**config.mk**
```make
export PLATFORM = sky130hd
export DESIGN_NAME = mem_access_stage
export DESIGN_NICKNAME = d
export VERILOG_FILES = /design/src/rtl/mem_access_stage.sv
export SDC_FILE = /design/constraint.sdc
export NUM_CORES = 1
export LEC_CHECK = 0
export CAP_MARGIN = 10
export CORE_ASPECT_RATIO = 1.75
export CORE_MARGIN = 2
export CORE_UTILIZATION = 43
export DETAILED_ROUTE_END_ITERATION = 7
export PLACE_DENSITY = 0.89
export SLEW_MARGIN = 20
export SYNTH_ARGS = -nofsm -noshare
export SYNTH_HDL_FRONTEND = slang
export SYNTH_SLANG_ARGS = --single-unit
```
**constraint.sdc**
```tcl
create_clock -name clk -period 2.1 [get_ports clk]
set_clock_uncertainty 0.1 [all_clocks]
set_input_delay 0.42 -clock clk [delete_from_list [all_inputs] [get_ports clk]]
set_output_delay 0.42 -clock clk [all_outputs]
set_load 0.005 [all_outputs]
```
**src/rtl/mem_access_stage.sv**
```systemverilog
// mem_access_stage: EX/MEM to data-bus request/ack stage with lane steering, load extension and MEM/WB register.
// Define MISALIGN_TRAP_EN to trap misaligned halfword/word accesses instead of issuing them.
module mem_access_stage (
  input  logic        clk,
  input  logic        rst_n,
  input  logic        MemRead,
  input  logic        MemWrite,
  input  logic        MemtoReg,
  input  logic        RegWrite,
  input  logic [31:0] ALU,
  input  logic [31:0] rd2,
  input  logic [4:0]  inst3,
  input  logic [2:0]  funct3,
  output logic        bus_req,
  output logic        bus_we,
  output logic [31:0] bus_addr,
  output logic [3:0]  bus_be,
  output logic [31:0] bus_wdata,
  input  logic [31:0] bus_rdata,
  input  logic        bus_ack,
  output logic        stall,
  output logic        misalign,
  output logic        RegWrite_wb,
  output logic        MemtoReg_wb,
  output logic [31:0] rdata_wb,
  output logic [31:0] ALU_wb,
  output logic [4:0]  inst3_wb
);
  typedef enum logic {IDLE, BUSY} state_t;
  state_t r_state;
  logic w_mem_op, w_byte, w_half, w_trap, w_ack;
  logic [1:0] w_a;
  logic [3:0] w_be;
  logic [7:0] w_b;
  logic [15:0] w_h;
  logic [31:0] w_wdata, w_ext;
  assign w_mem_op = MemRead | MemWrite;
  assign w_a = ALU[1:0];
  // Loads decode size from funct3[1:0] (bit 2 is unsigned); stores only know SB/SH, everything else is a word.
  assign w_byte = MemRead ? funct3[1:0] == 2'b00 : funct3 == 3'b000;
  assign w_half = MemRead ? funct3[1:0] == 2'b01 : funct3 == 3'b001;
`ifdef MISALIGN_TRAP_EN
  logic r_mis;
  assign w_trap = w_mem_op & ((w_half & w_a[0]) | (~w_byte & ~w_half & (w_a != 2'b00)));
  assign misalign = r_mis;
`else
  assign w_trap = 1'b0;
  assign misalign = 1'b0;
`endif
  assign w_ack = (r_state == BUSY) & bus_ack;
  assign stall = w_mem_op & ~w_trap & ~w_ack;
  assign w_be = MemRead ? 4'hf : w_byte ? 4'b0001 << w_a : w_half ? 4'b0011 << {w_a[1], 1'b0} : 4'hf;
  assign w_wdata = w_byte ? {4{rd2[7:0]}} : w_half ? {2{rd2[15:0]}} : rd2;
  assign w_b = bus_rdata[{w_a, 3'b000} +: 8];
  assign w_h = w_a[1] ? bus_rdata[31:16] : bus_rdata[15:0];
  assign w_ext = w_byte ? {{24{~funct3[2] & w_b[7]}}, w_b} :
                 w_half ? {{16{~funct3[2] & w_h[15]}}, w_h} : bus_rdata;
  always_ff @(posedge clk or negedge rst_n) begin
    if (!rst_n) begin
      r_state     <= IDLE;
      bus_req     <= 1'b0;
      bus_we      <= 1'b0;
      bus_addr    <= '0;
      bus_be      <= '0;
      bus_wdata   <= '0;
      RegWrite_wb <= 1'b0;
      MemtoReg_wb <= 1'b0;
      rdata_wb    <= '0;
      ALU_wb      <= '0;
      inst3_wb    <= '0;
`ifdef MISALIGN_TRAP_EN
      r_mis       <= 1'b0;
`endif
    end else begin
      if (r_state == IDLE && w_mem_op && !w_trap) begin
        r_state   <= BUSY;
        bus_req   <= 1'b1;
        bus_we    <= ~MemRead;
        bus_addr  <= {ALU[31:2], 2'b00};
        bus_be    <= w_be;
        bus_wdata <= w_wdata;
      end else if (w_ack) begin
        r_state <= IDLE;
        bus_req <= 1'b0;
      end
      RegWrite_wb <= RegWrite & ~stall & ~w_trap;
      if (!stall) begin
        MemtoReg_wb <= MemtoReg;
        ALU_wb      <= ALU;
        inst3_wb    <= inst3;
        rdata_wb    <= (MemRead & ~w_trap) ? w_ext : 32'h0;
      end
`ifdef MISALIGN_TRAP_EN
      r_mis <= w_trap;
`endif
    end
  end
endmodule

```
==> results.py <==
metrics = {
    "synth": {
        "synthTopCellsByArea": "dfrtp_1 (57%), mux2_2 (14%), mux2i_1 (3.0%)",
        "postSynthCellCount": 486,
        "ys_types": 38,
        "yosys_most_used_dff": "dfrtp_1",
        "syn-cell-area_sq_um": 6066,
        "yosys-top-cells-count": "dfrtp_1 (139), mux2_2 (75), nand2_1 (41), o21ai_0 (36), or3_1 (21)",
        "ys_warn_count": 0,
        "synth_top_cell_by_area": "dfrtp_1",
        "synth.most_common_cell": "dfrtp_1",
        "ys_seq_area_share_pct": 57.34,
        "async_flop_share_pct": 100.0,
        "synth_edf_count": 0,
        "syn_area_per_cell_sq_um": 12.48,
        "synth_seq_cells": 139,
        "synth_top_area_share_pct": 57.34,
    },
    "grt": {
        "grt_pass1_vias": 5816,
        "grt_max_degree": 54,
        "grt_pass1_wl_um": 31730,
        "antenna_found_initial": 0,
        "gr-usage-all-layers_pct": 27.59,
        "overflow": 0,
    },
    "route": {
        "wl_met1_um": 6788,
        "ant_nets": 0,
        "drc_errors": 0,
        "routed-wl-met3_um": 1960,
        "via_count": 5367,
        "dr_wl_met2_um": 10710,
        "vias_per_cell": 5.638,
        "drt_iter0_drc": 316,
        "drt-wirelength-per-cell_um": 21.60,
        "routed_wl_um": 20560,
        "highest_layer": "met4",
        "drt_pass1_iterations": 5,
    },
    "clock_network": {
        "htree_levels": 4,
        "cts_buffer_depth": 2,
        "cts.sinks": 139,
        "cts.root.buffer_cell": "clkbuf_16",
        "cts_buffers": 17,
        "post_cts_buffers": 0,
        "cts_tree": "built",
        "clk_pin_slew_ns": 0.06,
        "clk_latency_ns": 0.40,
    },
    "timing": {
        "hold_violations": 0,
        "setup_viol": 0,
        "period_minus_slack_ns": 2.071,
        "slew_headroom_pct": 65.86,
        "timing.fmax_mhz": 482.8,
        "slew_viol_final": 0,
        "hold_slack_ns": 0.3789,
        "fin_crit_sh_pct": 98.64,
        "rsz0062_at_grt": "false",
        "worstMarginPinSlew_ns": 0.5121,
    },
    "worst_setup_path": {
        "critical_path_required_ns": 2.27,
        "slowest_stage": "clkdlybuf4s50_1",
        "cp_num_buf_inv": 3,
        "critical-path-top-delay-family": "buffers and inverters",
        "path_max_fanout": 11,
        "path_cells": "clkdlybuf4s50_1 > inv_1 > buf_4 > or3_1 > a31oi_1 > o21ai_0",
        "start_kind": "input port",
        "crit_path_max_incr_delay_ns": 0.67,
        "cp.arrival_ns": 2.24,
        "endpoint_kind": "flip-flop",
        "critPathKind": "input port to flip-flop",
    },
    "die": {
        "start_util_pct": 43.84,
        "die_area_sq_um": 15110,
        "row_count": 57,
        "num_io_pins": 254,
        "core-area_sq_um": 13840,
        "die_y_um": 161.1,
        "die_x_um": 93.78,
    },
    "pwr": {
        "power.density_nw_per_um2": 887.4,
        "leakagePower_uw": 0.004017,
        "irDropWorstVdd_mv": 0.6564,
    },
    "final_layout": {
        "drive_above_1_share_pct": 20.41,
        "num-fill-cells": 933,
        "syn2layout_area_growth_pct": 58.66,
        "final_nets": 873,
        "final_util_pct": 69.56,
    },
    "placement": {
        "io_buffers": 250,
        "place.detailed.hpwl_um": 15430,
        "place_congestion": 1.002,
    },
    "min_path": {
        "hold_path.class": "flip-flop to flip-flop",
    },
    "flow_run": {
        "cap_violations": 0,
    },
    "status": {
        "status": "finished clean",
    },
}
sequential cells by signal, indices dropped and copies added, names as in the netlist:
| signal | count |
|---|---|
| RegWrite_wb | 1 |
| bus_wdata | 32 |
| inst3_wb | 5 |
| bus_be | 4 |
| rdata_wb | 32 |
| bus_we | 1 |
| r_state | 1 |
| ALU_wb | 32 |
| MemtoReg_wb | 1 |
| bus_addr | 30 |
layout make-up:
class,count,area [sq um],area share [%]
Clock inverter,11,135.1,1.404
Clock buffer,20,466.7,4.849
Timing Repair Buffer,295,2942,30.56
Inverter,2,7.507,0.07800
Antenna cell,1,2.502,0.02600
Sequential cell,139,3478,36.14
Tap cell,177,221.5,2.301
Multi-Input combinational cell,307,2371,24.64
cells in the final DEF, fill, tap and decap left out, types with 7 or more instances in the layout:
cell | synthesis | final
a221o_1 | 16 | 16
or3_1 | 21 | 21
nand2_1 | 41 | 41
dfrtp_1 | 139 | 139
nor2_1 | 15 | 15
clkbuf_16 | 0 | 17
buf_12 | 0 | 8
o31ai_1 | 9 | 9
a31oi_1 | 7 | 7
nand2b_1 | 7 | 7
mux2i_1 | 18 | 18
a211oi_1 | 10 | 10
mux2_2 | 75 | 75
buf_4 | 7 | 36
clkdlybuf4s50_1 | 0 | 247
o32a_1 | 8 | 8
o21ai_0 | 36 | 36
a32o_1 | 8 | 8
nor2b_1 | 10 | 10
path summary, 6_finish.rpt:
check / to / start / slack (ns) / cells past startpoint
max: rdata_wb[6] / ALU[1] / 0.03 / 6
min: bus_wdata[22] / bus_wdata[22] / 0.38 / 2
max reg2reg: rdata_wb[25] / r_state / 0.26 / 5
min reg2reg: bus_wdata[22] / bus_wdata[22] / 0.38 / 2
max in group asynchronous: ALU_wb[22] / rst_n / 0.74 / 3
min in group asynchronous: rdata_wb[16] / rst_n / 0.44 / 2
tightest hold or removal path: stages (launching register included):
cell	delay, ns
dfrtp_1	0.34
nand2_1	0.04
o21ai_0	0.06
metrics by stage:
stage	cell area, sq um	power [uW]	std cells	setup TNS, ns	setup slack, ns
2_1_floorplan	6073	4061	488	0	0.2700
3_3_place_gp	9012	5467	919	-21.55	-0.2802
3_5_place_dp	9012	5567	919	-27.07	-0.3022
4_1_cts	9622	8605	951	0	0.1176
5_1_grt	9622	8921	951	0	0.04462
6_report	9624	8541	952	0	0.02862
layer usage:
| metal | track usage (%) | vias up |
|---|---|---|
| met2 | 49.16 | 344 |
| li1 | - | 2325 |
| met3 | 8.582 | 71 |
| met5 | 0 | - |
| met4 | 14.10 | 0 |
| met1 | 28.45 | 2627 |
logic make-up after synthesis:
| kind of cell | after synthesis | synth area share [%] |
|---|---|---|
| AO/OA/AOI/OAI | 103 | 12.52 |
| buffers and inverters | 42 | 3.940 |
| flip-flops | 139 | 57.34 |
| multiplexers | 94 | 17.26 |
| other | 1 | 0.06182 |
| AND/OR/NAND/NOR | 107 | 8.869 |
repair_timing:
item,in CTS,in global routing
hold buffers,1,0
gates resized for setup,2,0
endpoints found under the setup margin,1,0
hold endpoints to repair,49,0
power breakdown:
group / internal (uW) / switching [uW] / total (uW)
Sequential: 3120 / 247 / 3360
Combinational: 1370 / 797 / 2160
Clock: 1860 / 1160 / 3010
Power figures use the tool's default switching activity.
